[config.mk]
export PLATFORM = sky130hd
export DESIGN_NAME = cv32e40p_clk_en_ctrl
export DESIGN_NICKNAME = d
export VERILOG_FILES = /design/src/rtl/cv32e40p_clk_en_ctrl.sv
export SDC_FILE = /design/constraint.sdc
export NUM_CORES = 1
export LEC_CHECK = 0
export ABC_AREA = 0
export CAP_MARGIN = 10
export CORE_AREA = 5 5 68 70
export DETAILED_ROUTE_END_ITERATION = 10
export DIE_AREA = 0 0 73 75
export PLACE_DENSITY = 0.89
export SLEW_MARGIN = 20
export SYNTH_ARGS = -nofsm -noshare
export SYNTH_HDL_FRONTEND = slang
export SYNTH_SLANG_ARGS = --single-unit
[constraint.sdc]
create_clock -name clk_i -period 2.5 [get_ports clk_i]
set_input_delay 0.25 -clock clk_i [delete_from_list [all_inputs] [get_ports clk_i]]
set_output_delay 0.25 -clock clk_i [all_outputs]
set_load 0.1 [all_outputs]
[src/rtl/cv32e40p_clk_en_ctrl.sv]
// Core clock-enable controller: drains idle cycles before gating, re-enables on wake
// with a settling window, and counts gated cycles (saturating).
module cv32e40p_clk_en_ctrl #(
  parameter int unsigned IDLE_CYCLES = 4,
  parameter int unsigned WAKE_CYCLES = 2,
  parameter int unsigned CNT_W       = 32
) (
  input  logic             clk_i,
  input  logic             rst_i,
  input  logic             sleep_req_i,
  input  logic             busy_i,
  input  logic             wake_i,
  output logic             clk_en_o,
  output logic             core_sleep_o,
  output logic             wake_done_o,
  output logic [CNT_W-1:0] sleep_cnt_o
);

  localparam int unsigned MAX_CYCLES = (IDLE_CYCLES > WAKE_CYCLES) ? IDLE_CYCLES : WAKE_CYCLES;
  localparam int unsigned CW         = (MAX_CYCLES > 1) ? $clog2(MAX_CYCLES) : 1;
  localparam logic [CW-1:0] IDLE_LAST = CW'(IDLE_CYCLES - 1);
  localparam logic [CW-1:0] WAKE_LAST = CW'(WAKE_CYCLES - 1);

  typedef enum logic [1:0] {
    ST_RUN,
    ST_DRAIN,
    ST_SLEEP,
    ST_WAKE
  } state_e;

  state_e           state_q, state_d;
  logic [CW-1:0]    cnt_q, cnt_d;
  logic             clk_en_q, clk_en_d;
  logic             core_sleep_q, core_sleep_d;
  logic             wake_done_q, wake_done_d;
  logic [CNT_W-1:0] sleep_cnt_q, sleep_cnt_d;

  // NOTE: state registers use non-blocking assignments so every flop samples the
  // pre-edge value of its peers; blocking here would create order-dependent races.
  always_ff @(posedge clk_i) begin
    if (rst_i) begin
      state_q      <= ST_RUN;
      cnt_q        <= '0;
      clk_en_q     <= 1'b1;
      core_sleep_q <= 1'b0;
      wake_done_q  <= 1'b0;
      sleep_cnt_q  <= '0;
    end else begin
      state_q      <= state_d;
      cnt_q        <= cnt_d;
      clk_en_q     <= clk_en_d;
      core_sleep_q <= core_sleep_d;
      wake_done_q  <= wake_done_d;
      sleep_cnt_q  <= sleep_cnt_d;
    end
  end

  always_comb begin
    // NOTE: every signal gets a default before the case so no path leaves one
    // unassigned, which would otherwise infer a latch.
    state_d      = state_q;
    cnt_d        = cnt_q;
    clk_en_d     = clk_en_q;
    core_sleep_d = core_sleep_q;
    wake_done_d  = 1'b0;
    sleep_cnt_d  = sleep_cnt_q;

    case (state_q)
      ST_RUN: begin
        if (sleep_req_i && !wake_i) begin
          state_d = ST_DRAIN;
          cnt_d   = '0;
        end
      end

      ST_DRAIN: begin
        // Abort wins over busy, and busy restarts the idle run from zero.
        if (wake_i || !sleep_req_i) begin
          state_d = ST_RUN;
        end else if (busy_i) begin
          cnt_d = '0;
        end else if (cnt_q == IDLE_LAST) begin
          state_d      = ST_SLEEP;
          clk_en_d     = 1'b0;
          core_sleep_d = 1'b1;
        end else begin
          cnt_d = cnt_q + 1'b1;
        end
      end

      ST_SLEEP: begin
        if (sleep_cnt_q != {CNT_W{1'b1}}) begin
          sleep_cnt_d = sleep_cnt_q + 1'b1;
        end
        if (wake_i) begin
          state_d  = ST_WAKE;
          clk_en_d = 1'b1;
          cnt_d    = '0;
        end
      end

      ST_WAKE: begin
        // Wake always runs to completion, even if wake_i drops.
        if (cnt_q == WAKE_LAST) begin
          state_d      = ST_RUN;
          wake_done_d  = 1'b1;
          core_sleep_d = 1'b0;
        end else begin
          cnt_d = cnt_q + 1'b1;
        end
      end

      default: begin
        state_d = ST_RUN;
      end
    endcase
  end

  assign clk_en_o     = clk_en_q;
  assign core_sleep_o = core_sleep_q;
  assign wake_done_o  = wake_done_q;
  assign sleep_cnt_o  = sleep_cnt_q;

endmodule
# Yosys cells after proc, flatten, opt, wreduce, memory -nomap -nowiden
# Cells that the tools add are included.
# Widths: inputs -> output; s select.
[op_classes] n_addsub=2 n_eq_ne=16 muxes=25 n_bitwise=1 reduce_logical=13
[ops] op="$add 32x1->32 const B" count=1
[ops] op="$ne 32x32->1 const B" count=1
[ops] op="$mux 2" count=12
[ops] op="$reduce_and 5->1" count=4
[ops] op="$pmux 2 s4" count=2
[ops] op="$ne 2x2->1 const B" count=7
[ops] op="$mux 1" count=9
[ops] op="$ne 3x3->1 const B" count=3
[ops] op="$eq 2x2->1 const B" count=3
[ops] op="$eq 2x1->1 const B" count=2
[ops] op="$pmux 1 s2" count=2
[ops] op="$reduce_bool 2->1" count=2
[ops] op="$add 2x1->2 const B" count=1
[ops] op="$logic_not 1->1" count=2
[ops] op="$logic_not 2->1" count=1
[ops] op="$reduce_and 2->1" count=1
[ops] op="$reduce_or 2->1" count=1
[ops] op="$logic_and 1x1->1" count=1
[ops] op="$logic_or 1x1->1" count=1
[ops] op="$not 1->1" count=1
[word_totals] register_bits=39 inputBits=5 output_inout_bits=35 wordCells=63

# Longest topological paths before layout
# Gate-level depths: netlist of run 1.
[logic_depth] ltp_word=5 ltp_mapped=8 mapped_depth_nobuf=6

# Least setup slack after synthesis of run 1
# Ideal clock, no wire load.
[synth_timing] kind="reg-to-reg" start="reg sleep_cnt_q[0], in the netlist sleep_cnt_o[0]" end="reg sleep_cnt_q[5], in the netlist sleep_cnt_o[5]" setup_time_ns=0.115 t_arrival_ns=2.644 required_time_ns=2.385 slack_ns=-0.259 stages_incl_launch_ff=9 n_path_buf=2 synth_period_minus_slack_ns=2.759 cell_sequence="dfxtp_1 -> ha_1 -> nand3_1 -> or4_1 -> buf_2 -> o21ai_4 -> buf_4 -> nor4_1 -> o21ba_1"
[synth_via] elab_chain_cells=2 word_cells_on_any_way=3 classes_between="1 x add/sub; 1 x eq/ne; 1 x reduce/logical"
[synth_rtl] item="start: declaration" line="36" source="logic [CNT_W-1:0] sleep_cnt_q, sleep_cnt_d;"
[synth_rtl] item="start signal: assignment" line="54" source="sleep_cnt_q <= sleep_cnt_d;"
[synth_rtl] item="parallel branches: the longest is 2 deep, another holds $add 32x1->32"
# Several ways; the timed one is not identified.
# A chain may end at the register's enable or synchronous reset.

# Worst setup path in the final report of run 1
[layout_timing] start="reg sleep_cnt_q[16], in the netlist sleep_cnt_o[16]" end="reg sleep_cnt_q[15], in the netlist sleep_cnt_o[15]"
[layout_via] elab_chain_cells=2
[layout_rtl] item="$ne 32x32->1" line="92" source="if (sleep_cnt_q != {CNT_W{1'b1}}) begin"
[layout_rtl] item="$reduce_and 2->1 (no line)"
# No other way between the ends.

==> impl_metrics.sql, run 1 <==
INSERT INTO impl_metrics (metric_group, metric, value, unit) VALUES
('cts', 'clkSlewWorstSetupHoldPaths', '0.08', 'ns'),
('power_and_ir_drop', 'leakagePower', '0.0008654', 'µW'),
('timing', 'tns', '0', 'ns'),
('cts', 'cts_inserted_buffers', '5', ''),
('yosys', 'ys_ff_latch', '39', ''),
('finish', 'syn_to_final_growth', '25.95', '%'),
('timing', 'worst_pin_slew', '0.6892', 'ns'),
('timing', 'final.period_utilization', '0.8606', ''),
('global_routing', 'number_of_global_route_vias_before_repair', '1612', ''),
('setup_path', 'regToRegStartpoint', 'sleep_cnt_o[16]', ''),
('power_and_ir_drop', 'p_sw_frac', '0.2007', ''),
('cts', 'cts.hold.buffers_added', '0', ''),
('global_routing', 'grt_max_degree', '21', ''),
('hold_path', 'hold_path.class', 'reg2reg', ''),
('yosys', 'synth_flop_cell', 'sky130_fd_sc_hd__dfxtp_1', ''),
('global_routing', 'antenna_found_initial', '0', ''),
('setup_path', 'critical_path_required', '2.68', 'ns'),
('finish', 'n_antenna_cell', '0', ''),
('route', 'routed_wirelength', '4359', 'µm'),
('setup_path', 'endpoint_kind', 'flop', ''),
('timing', 'hold-worst-slack', '0.4708', 'ns'),
('cts', 'number_of_post_cts_setup_repair_buffers', '0', ''),
('cts', 'clock_tree_from_tritoncts', 'built', ''),
('timing', 'clock_skew', '0.006051', 'ns'),
('cts', 'clock-sinks', '39', ''),
('timing', 'post-route-min-period', '2.152', 'ns'),
('place', 'hpwlAfterDp', '3219', 'µm'),
('yosys', 'post_synth_inst_count', '232', ''),
('setup_path', 'crit_start_category', 'flop', ''),
('route', 'drt_first_pass_iters', '4', ''),
('timing', 'final-setup-viol-count', '0', ''),
('finish', 'final_layout_size_suffix_gt1_frac', '0.3077', ''),
('route', 'vias_per_cell', '5.585', ''),
('setup_path', 'worstPathArrival', '2.33', 'ns'),
('power_and_ir_drop', 'clkPwrFrac', '0.454', ''),
('setup_path', 'timing.reg2reg.worst_path_depth', '5', ''),
('finish', 'nets', '280', ''),
('die', 'die_w', '73', 'µm'),
('status', 'outcome', 'finished clean', ''),
('power_and_ir_drop', 'internal_power', '956.8', 'µW'),
('die', 'core_area', '0.003914', 'mm²'),
('die', 'die_h', '75', 'µm'),
('global_routing', 'grt_overflow', '0', ''),
('yosys', 'synth.net_count', '240', ''),
('place', 'gp_congestion', '0.7842', ''),
('route', 'routed-wl-met2', '2169', 'µm'),
('route', 'drt.antenna.violating_nets', '0', ''),
('cts', 'max-clock-path-buffers', '2', ''),
('setup_path', 'worst-path-max-fanout', '14', ''),
('cts', 'ctsRootBufferMaster', 'sky130_fd_sc_hd__clkbuf_8', ''),
('global_routing', 'grt_first_pass_wirelength', '7107', 'µm'),
('timing', 'slew_violations', '0', ''),
('power_and_ir_drop', 'p_per_area', '495.2', 'mW/mm²'),
('timing', 'hold_viol_final', '0', ''),
('power_and_ir_drop', 'seqPwrFrac', '0.521', ''),
('route', 'num_vias', '1804', ''),
('route', 'wire_length_on_met1', '1976', 'µm'),
('die', 'row_count', '23', ''),
('route', 'drt-wirelength-per-cell', '13.50', 'µm'),
('cts', 'post_cts.resized_instances', '0', ''),
('yosys', 'synthesis.area', '0.001919', 'mm²'),
('yosys', 'synth-warning-count', '0', ''),
('place', 'placed_cells_incl_taps', '315', ''),
('die', 'floorplan.io_pins', '40', ''),
('setup_path', 'criticalPathCategory', 'reg2reg', ''),
('yosys', 'synth-seq-area-share', '0.4068', ''),
('power_and_ir_drop', 'power.switching', '240.3', 'µW'),
('hold_path', 'hold_path.startpoint', 'cnt_q[1]', ''),
('route', 'drt_iter0_markers', '67', ''),
('timing', 'maximum_achievable_frequency', '464.8', 'MHz'),
('power_and_ir_drop', 'maximum_vdd_ir_drop', '0.3489', 'mV');
[flip-flops by register name, summed over array words and instances, names as in the netlist, named ones only]
| register | cells |
|---|---|
| clk_en_o | 1 |
| cnt_q | 2 |
| core_sleep_o | 1 |
| sleep_cnt_o | 32 |
| state_q | 1 |
| wake_done_o | 1 |
[worst max-delay path by stage]
stage               startpoint              end  cells past startpoint
2_1_floorplan  sleep_cnt_o[13]  sleep_cnt_o[17]                      6
3_3_place_gp    sleep_cnt_o[0]  sleep_cnt_o[15]                      6
3_5_place_dp   sleep_cnt_o[16]  sleep_cnt_o[15]                      5
4_1_cts        sleep_cnt_o[16]  sleep_cnt_o[15]                      5
5_1_grt        sleep_cnt_o[16]   sleep_cnt_o[6]                      6
6_report       sleep_cnt_o[16]  sleep_cnt_o[15]                      5
[critical path, stage by stage (launching register included)]
cell and delay (ns):
sky130_fd_sc_hd__dfxtp_2 0.38, sky130_fd_sc_hd__nand4_1 0.17, sky130_fd_sc_hd__or4_1 0.72, sky130_fd_sc_hd__o21ai_4 0.40
sky130_fd_sc_hd__nor2_1 0.10, sky130_fd_sc_hd__mux2_2 0.27
[metrics by stage]
step | total power, µW | cell area [µm²] | setup slack (ns)
2_1_floorplan | 655.3 | 1952 | 0.03448
3_3_place_gp | 667.1 | 2300 | 0.4162
3_5_place_dp | 667.6 | 2300 | 0.3713
4_1_cts | 1208 | 2417 | 0.3500
5_1_grt | 1242 | 2417 | 0.1934
6_report | 1197 | 2417 | 0.3484
[Yosys cell counts, types with 3 or more instances]
| cell type | count | area (µm²) |
|---|---|---|
| sky130_fd_sc_hd__nand2_1 | 19 | 71.32 |
| sky130_fd_sc_hd__inv_1 | 8 | 30.03 |
| sky130_fd_sc_hd__or3_1 | 21 | 131.4 |
| sky130_fd_sc_hd__dfxtp_1 | 39 | 780.8 |
| sky130_fd_sc_hd__o21ai_0 | 18 | 90.09 |
| sky130_fd_sc_hd__nor4_1 | 3 | 18.77 |
| sky130_fd_sc_hd__nor2_1 | 18 | 67.56 |
| sky130_fd_sc_hd__o31ai_1 | 3 | 22.52 |
| sky130_fd_sc_hd__nand3_1 | 12 | 60.06 |
| sky130_fd_sc_hd__a21oi_1 | 27 | 135.1 |
| sky130_fd_sc_hd__mux2_2 | 5 | 56.30 |
| sky130_fd_sc_hd__nor2b_1 | 3 | 18.77 |
| sky130_fd_sc_hd__xor2_1 | 3 | 26.28 |
| sky130_fd_sc_hd__or4_1 | 6 | 45.04 |
| sky130_fd_sc_hd__nand4_1 | 11 | 68.82 |
| sky130_fd_sc_hd__nor3_1 | 3 | 15.01 |
| sky130_fd_sc_hd__clkbuf_1 | 4 | 15.01 |
| sky130_fd_sc_hd__ha_1 | 3 | 37.54 |
[area by class of cell]
| class | count | area [µm²] | area share |
|---|---|---|---|
| inverter | 8 | 30.03 | 0.01242 |
| timing repair buffer | 43 | 332.8 | 0.1377 |
| tap | 50 | 62.56 | 0.02588 |
| clock inverter | 2 | 35.03 | 0.01449 |
| clock buffer | 6 | 82.58 | 0.03416 |
| sequential | 39 | 813.3 | 0.3364 |
| multi-input combinational | 175 | 1061 | 0.4389 |
[layout by cell type (no fill, tap or decap), types with 2 or more instances in the layout]
cell / n
sky130_fd_sc_hd__nand4_1: 11
sky130_fd_sc_hd__and3_1: 2
sky130_fd_sc_hd__nand3_1: 12
sky130_fd_sc_hd__nand2_1: 19
sky130_fd_sc_hd__clkbuf_8: 6
sky130_fd_sc_hd__or4_1: 6
sky130_fd_sc_hd__and4_1: 2
sky130_fd_sc_hd__clkdlybuf4s50_1: 4
sky130_fd_sc_hd__a21o_1: 2
sky130_fd_sc_hd__a21oi_1: 27
sky130_fd_sc_hd__or3_1: 21
sky130_fd_sc_hd__o31ai_1: 3
sky130_fd_sc_hd__o21ai_0: 18
sky130_fd_sc_hd__dfxtp_2: 26
sky130_fd_sc_hd__mux2_2: 5
sky130_fd_sc_hd__o21ai_1: 2
sky130_fd_sc_hd__buf_4: 39
sky130_fd_sc_hd__xor2_1: 3
sky130_fd_sc_hd__dfxtp_1: 13
sky130_fd_sc_hd__nor3_1: 3
sky130_fd_sc_hd__nor2b_1: 3
sky130_fd_sc_hd__ha_1: 3
sky130_fd_sc_hd__nor4_1: 3
sky130_fd_sc_hd__inv_1: 8
sky130_fd_sc_hd__nor2_1: 18
[logic make-up after synthesis]
group                      Yosys count  synth area share
AOI/OAI and AO/OA                   59            0.1904
DFF                                 39            0.4068
xor gates and xnor gates             3           0.01369
muxes                                6           0.03455
buffers and inverters               18           0.04041
and+or+nand+nor                    104            0.2947
adders and majority gates            3           0.01956
[power by group through the flow]
stage	sequential (µW)	combinational (µW)	clock (µW)
floorplan	638	17.4	0
global placement	638	28.8	0
detailed placement	638	29.2	0
CTS	624	29.3	555
global route	624	32.7	586
finish	624	29.6	544
[routing by layer]
metal  global-route usage  vias up
met1               0.2110      835
li1                     -      934
met3              0.04940        3
met4              0.04303        0
met2               0.2671       32
met5                    0        -
Note: power is estimated with default switching activity, not from simulation.
==> run 2: changes to the inputs <==
--- a/config.mk
+++ b/config.mk
@@ -7,10 +7,10 @@
 export LEC_CHECK = 0
 export ABC_AREA = 0
 export CAP_MARGIN = 10
-export CORE_AREA = 5 5 68 70
+export CORE_AREA = 5 5 70 72
 export DETAILED_ROUTE_END_ITERATION = 10
-export DIE_AREA = 0 0 73 75
-export PLACE_DENSITY = 0.89
+export DIE_AREA = 0 0 75 77
+export PLACE_DENSITY = 0.85
 export SLEW_MARGIN = 20
 export SYNTH_ARGS = -nofsm -noshare
 export SYNTH_HDL_FRONTEND = slang
==> impl_metrics.sql, run 2 (synthesis results as in run 1) <==
INSERT INTO impl_metrics (metric_group, metric, value, unit) VALUES
('cts', 'clkSlewWorstSetupHoldPaths', '0.08', 'ns'),
('global_routing', 'number_of_global_route_vias_before_repair', '1607', ''),
('power_and_ir_drop', 'internal_power', '820.3', 'µW'),
('setup_path', 'crit_start_category', 'flop', ''),
('power_and_ir_drop', 'maximum_vdd_ir_drop', '0.3237', 'mV'),
('route', 'drt.antenna.violating_nets', '0', ''),
('setup_path', 'endpoint_kind', 'flop', ''),
('place', 'io_buffers', '39', ''),
('setup_path', 'crit-reg2reg-capture', 'sleep_cnt_o[15]', ''),
('finish', 'most_common_library_cell_in_the_layout_ignoring_fill_and_taps', 'sky130_fd_sc_hd__buf_4', ''),
('global_routing', 'antenna_found_initial', '0', ''),
('route', 'drt_iter0_markers', '100', ''),
('cts', 'cts_inserted_buffers', '5', ''),
('setup_path', 'critical_path_required', '2.68', 'ns'),
('cts', 'number_of_post_cts_setup_repair_buffers', '0', ''),
('finish', 'n_antenna_cell', '0', ''),
('global_routing', 'grt_first_pass_wirelength', '7286', 'µm'),
('timing', 'worst_slew_margin_rel', '0.4814', ''),
('timing', 'maximum_achievable_frequency', '440.5', 'MHz'),
('die', 'floorplan.io_pins', '40', ''),
('place', 'placed_cells_incl_taps', '316', ''),
('finish', 'nets', '279', ''),
('power_and_ir_drop', 'clkPwrFrac', '0.379', ''),
('cts', 'post_cts.resized_instances', '0', ''),
('cts', 'clock-sinks', '39', ''),
('die', 'row_count', '24', ''),
('hold_path', 'hold_path.startpoint', 'core_sleep_o', ''),
('setup_path', 'worstPathArrival', '2.45', 'ns'),
('place', 'hpwlAfterDp', '3275', 'µm'),
('timing', 'tns', '0', 'ns'),
('cts', 'ctsRootBufferMaster', 'sky130_fd_sc_hd__clkbuf_8', ''),
('cts', 'clock_tree_from_tritoncts', 'built', ''),
('setup_path', 'timing.reg2reg.worst_path_depth', '5', ''),
('timing', 'final-setup-viol-count', '0', ''),
('finish', 'largest_register_ffs', '32', ''),
('setup_path', 'timing.critical_path.from', 'sleep_cnt_o[16]', ''),
('timing', 'slew_violations', '0', ''),
('cts', 'clock_insertion_delay_worst_skew', '0.30', 'ns'),
('status', 'outcome', 'finished clean', ''),
('power_and_ir_drop', 'p_sw_frac', '0.2196', ''),
('timing', 'post-route-min-period', '2.270', 'ns'),
('global_routing', 'grt_max_degree', '24', ''),
('timing', 'rsz0062_at_grt', 'no', ''),
('power_and_ir_drop', 'seqPwrFrac', '0.594', ''),
('global_routing', 'gr-usage-all-layers', '0.1589', ''),
('run', 'maxCapViolations', '0', ''),
('route', 'num_vias', '1836', ''),
('power_and_ir_drop', 'leakagePower', '0.0008372', 'µW'),
('die', 'floorplan.die_area', '0.005775', 'mm²'),
('power_and_ir_drop', 'power.switching', '230.8', 'µW'),
('die', 'die_w', '75', 'µm'),
('die', 'die_h', '77', 'µm'),
('timing', 'clock_skew', '0.007638', 'ns'),
('die', 'initial_core_util', '0.4533', ''),
('route', 'vias_per_cell', '5.702', ''),
('setup_path', 'worst-path-max-fanout', '19', ''),
('power_and_ir_drop', 'p_per_area', '444.0', 'mW/mm²'),
('setup_path', 'flop2flop_setup_slack', '0.23', 'ns'),
('hold_path', 'hold_path.class', 'reg2reg', ''),
('setup_path', 'endpoint', 'sleep_cnt_o[15]', ''),
('cts', 'cts.hold.buffers_added', '0', ''),
('route', 'routed_wirelength', '4479', 'µm'),
('timing', 'final.period_utilization', '0.9081', ''),
('finish', 'finalCoreUtilization', '0.5591', ''),
('cts', 'htree_levels', '2', ''),
('route', 'drt-wirelength-per-cell', '13.91', 'µm'),
('route', 'drt_first_pass_iters', '4', ''),
('route', 'drc_errors', '0', ''),
('timing', 'hold_viol_final', '0', ''),
('finish', 'final_layout_size_suffix_gt1_frac', '0.2963', ''),
('power_and_ir_drop', 'combinationalPowerShare', '0.028', ''),
('global_routing', 'grt_overflow', '0', ''),
('finish', 'layout_common_cells', 'sky130_fd_sc_hd__buf_4, sky130_fd_sc_hd__a21oi_1, sky130_fd_sc_hd__dfxtp_2', ''),
('timing', 'worst_pin_slew', '0.7755', 'ns'),
('place', 'gp_congestion', '0.8228', ''),
('setup_path', 'regToRegStartpoint', 'sleep_cnt_o[16]', ''),
('setup_path', 'criticalPathCategory', 'reg2reg', ''),
('die', 'core_area', '0.004234', 'mm²'),
('finish', 'syn_to_final_growth', '23.34', '%'),
('cts', 'max-clock-path-buffers', '2', ''),
('finish', 'post_layout_nonfiller_instances', '322', '');
## run 2: power groups by stage
stage	Sequential, µW	Clock, µW	Combinational (µW)
6_report	624	398	29.2
5_1_grt	624	433	31.9
4_1_cts	624	412	29.5
3_5_place_dp	638	0	29.5
3_3_place_gp	638	0	29.0
2_1_floorplan	638	0	17.4
## run 2: cell type report
class	instances	area [µm²]
inverters	8	30.03
multi-input cells	175	1061
repair buffers	42	325.3
well taps	52	65.06
flip-flops and latches	39	813.3
clock buffers	6	72.57
fillers	392	1867
## run 2: critical path, cell delays in order (launching register included)
cell and delay [ns]:
sky130_fd_sc_hd__dfxtp_2 0.38, sky130_fd_sc_hd__nand4_1 0.17, sky130_fd_sc_hd__or4_1 0.74, sky130_fd_sc_hd__o21ai_4 0.47
sky130_fd_sc_hd__nor2_1 0.11, sky130_fd_sc_hd__mux2_2 0.28
## run 2: per-layer routing
| layer | up-vias | track usage | wire [µm] |
|---|---|---|---|
| met4 | 0 | 0.07117 | 87 |
| met2 | 44 | 0.2483 | 2092 |
| met1 | 856 | 0.2002 | 2058 |
| met3 | 8 | 0.04314 | 241 |
| met5 | - | 0 | 0 |
| li1 | 928 | - | - |
## run 2: how the worst min path moves through the flow
stage | depth (start not counted) | to
2_1_floorplan | 2 | cnt_q[1]
3_3_place_gp | 2 | core_sleep_o
3_5_place_dp | 2 | core_sleep_o
4_1_cts | 2 | core_sleep_o
5_1_grt | 2 | core_sleep_o
6_report | 2 | core_sleep_o
## run 2: stage by stage
step	hold WS [ns]	cell area, µm²	worst slack [ns]	total power, µW
floorplan	0.4486	1952	0.03448	655.3
global placement	0.4458	2295	0.3514	667.3
detailed placement	0.4586	2295	0.2889	667.9
CTS	0.4687	2367	0.2666	1065
global route	0.5194	2367	0.1074	1088
finish	0.4653	2367	0.2298	1051
==> run 3: changes to the inputs <==
--- a/config.mk
+++ b/config.mk
@@ -10,7 +10,7 @@
 export CORE_AREA = 5 5 70 72
 export DETAILED_ROUTE_END_ITERATION = 10
 export DIE_AREA = 0 0 75 77
-export PLACE_DENSITY = 0.85
+export PLACE_DENSITY = 0.69
 export SLEW_MARGIN = 20
 export SYNTH_ARGS = -nofsm -noshare
 export SYNTH_HDL_FRONTEND = slang
==> impl_metrics.sql, run 3 (synthesis results as in run 1) <==
INSERT INTO impl_metrics (metric_group, metric, value, unit) VALUES
('die', 'floorplan.io_pins', '40', ''),
('timing', 'worst_pin_slew', '0.5309', 'ns'),
('power_and_ir_drop', 'seqPwrFrac', '0.572', ''),
('finish', 'n_antenna_cell', '0', ''),
('cts', 'clock-sinks', '39', ''),
('timing', 'post-route-min-period', '2.231', 'ns'),
('finish', 'fill_cells', '390', ''),
('place', 'gp_congestion', '0.7318', ''),
('place', 'post-place-ws', '0.2967', 'ns'),
('cts', 'cts.hold.buffers_added', '0', ''),
('setup_path', 'critical_path_required', '2.69', 'ns'),
('route', 'num_vias', '1795', ''),
('timing', 'maximum_achievable_frequency', '448.3', 'MHz'),
('global_routing', 'number_of_global_route_vias_before_repair', '1557', ''),
('finish', 'final_layout_size_suffix_gt1_frac', '0.3051', ''),
('route', 'drt.antenna.violating_nets', '0', ''),
('timing', 'fin_ws', '0.2695', 'ns'),
('power_and_ir_drop', 'internal_power', '850.5', 'µW'),
('global_routing', 'gr-usage-all-layers', '0.1525', ''),
('die', 'row_count', '24', ''),
('run', 'maxCapViolations', '0', ''),
('cts', 'max-clock-path-buffers', '2', ''),
('power_and_ir_drop', 'p_sw_frac', '0.2197', ''),
('route', 'vias_per_cell', '5.540', ''),
('power_and_ir_drop', 'p_per_area', '456.1', 'mW/mm²'),
('finish', 'multiInputGateArea', '0.001061', 'mm²'),
('die', 'die_w', '75', 'µm'),
('cts', 'clkSlewWorstSetupHoldPaths', '0.08', 'ns'),
('timing', 'rsz0062_at_grt', 'no', ''),
('place', 'io_buffers', '39', ''),
('setup_path', 'timing.critical_path.max_delay_family', 'simple AND/OR/NAND/NOR gates', ''),
('setup_path', 'worst-path-max-fanout', '19', ''),
('finish', 'syn_to_final_growth', '24.51', '%'),
('power_and_ir_drop', 'p_total', '1090', 'µW'),
('setup_path', 'endpoint_kind', 'flop', ''),
('global_routing', 'grt_first_pass_wirelength', '7100', 'µm'),
('power_and_ir_drop', 'power.switching', '239.4', 'µW'),
('finish', 'layout_common_cells', 'sky130_fd_sc_hd__buf_4, sky130_fd_sc_hd__a21oi_1, sky130_fd_sc_hd__dfxtp_2', ''),
('route', 'drt_first_pass_iters', '4', ''),
('timing', 'worst_slew_margin_rel', '0.6428', ''),
('finish', 'most_common_library_cell_in_the_layout_ignoring_fill_and_taps', 'sky130_fd_sc_hd__buf_4', ''),
('timing', 'slew_violations', '0', ''),
('cts', 'cts_inserted_buffers', '5', ''),
('power_and_ir_drop', 'combinationalPowerShare', '0.027', ''),
('setup_path', 'criticalPathCategory', 'reg2reg', ''),
('setup_path', 'worst_path_cell_chain', 'nand4_1 -> or4_1 -> o21ai_4 -> nor2_1 -> mux2_2', ''),
('timing', 'clock_skew', '0.008213', 'ns'),
('cts', 'clock_insertion_delay_worst_skew', '0.29', 'ns'),
('hold_path', 'hold_path.class', 'reg2reg', ''),
('power_and_ir_drop', 'clkPwrFrac', '0.401', ''),
('route', 'drt-wirelength-per-cell', '13.26', 'µm'),
('setup_path', 'max_stage_delay', '0.74', 'ns'),
('timing', 'final-setup-viol-count', '0', ''),
('cts', 'clock_tree_from_tritoncts', 'built', ''),
('die', 'die_h', '77', 'µm'),
('setup_path', 'number_of_buffers_and_inverters_on_the_critical_path', '0', ''),
('global_routing', 'antenna_found_initial', '0', ''),
('finish', 'seq_area', '813.3', 'µm²'),
('global_routing', 'grt_overflow', '0', ''),
('global_routing', 'grt_max_degree', '21', ''),
('cts', 'post_cts.resized_instances', '0', ''),
('setup_path', 'timing.critical_path.slowest_stage_cell', 'sky130_fd_sc_hd__or4_1', ''),
('finish', 'largest_register_ffs', '32', ''),
('cts', 'htree_levels', '2', ''),
('setup_path', 'crit_start_category', 'flop', ''),
('timing', 'final.period_utilization', '0.8922', ''),
('route', 'drt_iter0_markers', '82', ''),
('timing', 'hold_viol_final', '0', ''),
('die', 'initial_core_util', '0.4533', ''),
('route', 'routed_wirelength', '4297', 'µm'),
('die', 'floorplan.die_area', '0.005775', 'mm²'),
('route', 'drc_errors', '0', ''),
('timing', 'tns', '0', 'ns'),
('die', 'core_area', '0.004234', 'mm²'),
('setup_path', 'worstPathArrival', '2.42', 'ns'),
('power_and_ir_drop', 'leakagePower', '0.0008526', 'µW'),
('power_and_ir_drop', 'maximum_vdd_ir_drop', '0.2592', 'mV'),
('status', 'outcome', 'finished clean', ''),
('cts', 'number_of_post_cts_setup_repair_buffers', '0', ''),
('place', 'hpwlAfterDp', '3106', 'µm'),
('cts', 'ctsRootBufferMaster', 'sky130_fd_sc_hd__clkbuf_8', ''),
('finish', 'nets', '280', '');
[run 3: cell count changes in the layout (fill, tap and decap cells not counted)]
| cell | change |
|---|---|
| sky130_fd_sc_hd__buf_4 | +1 |
| sky130_fd_sc_hd__clkbuf_1 | -1 |
| sky130_fd_sc_hd__clkbuf_8 | +1 |
| sky130_fd_sc_hd__clkinv_2 | +1 |
[run 3: layout make-up]
type | instances | share of cell area
multi-input cells | 175 | 0.4440
clock buffers | 6 | 0.03456
well taps | 52 | 0.02723
flip-flops and latches | 39 | 0.3403
clock inverters | 1 | 0.002094
inverters | 8 | 0.01257
repair buffers | 43 | 0.1393
[run 3: worst reg2reg max path, delay by kind of cell (launching register included)]
family | cells | cell delay [ns]
DFF | 1 | 0.38
and+or+nand+nor | 3 | 1.01
muxes | 1 | 0.28
AOI/OAI and AO/OA | 1 | 0.46
[run 3: final timing paths]
check / start / to / slack [ns] / cells past startpoint
setup reg to reg: sleep_cnt_o[16] / sleep_cnt_o[15] / 0.27 / 5
setup / recovery: sleep_cnt_o[16] / sleep_cnt_o[15] / 0.27 / 5
hold reg to reg: core_sleep_o / core_sleep_o / 0.47 / 2
hold / removal: core_sleep_o / core_sleep_o / 0.47 / 2
[run 3: layer usage]
metal / part of all wire / GRT usage / up-vias
met2: 0.43 / 0.2256 / 43
li1: - / - / 933
met5: 0 / 0 / -
met1: 0.50 / 0.2132 / 817
met3: 0.062 / 0.04052 / 2
met4: 0.0019 / 0.04804 / 0
[run 3: per-stage QoR]
| step | hold slack, ns | cell area, µm² | utilization | instances |
|---|---|---|---|---|
| 3_3_place_gp | 0.4479 | 2302 | 0.5437 | 317 |
| 5_1_grt | 0.5033 | 2390 | 0.5644 | 324 |
| 4_1_cts | 0.4719 | 2390 | 0.5644 | 324 |
| 2_1_floorplan | 0.4486 | 1952 | - | 232 |
| 3_5_place_dp | 0.4597 | 2302 | 0.5437 | 317 |
| 6_report | 0.4655 | 2390 | 0.5644 | 324 |
[run 3: power by group through the flow]
stage	logic (µW)	registers [µW]	clock network, µW
2_1_floorplan	17.4	638	0
3_3_place_gp	29.3	638	0
3_5_place_dp	29.4	638	0
4_1_cts	29.5	624	447
5_1_grt	32.4	624	465
6_report	29.4	624	437
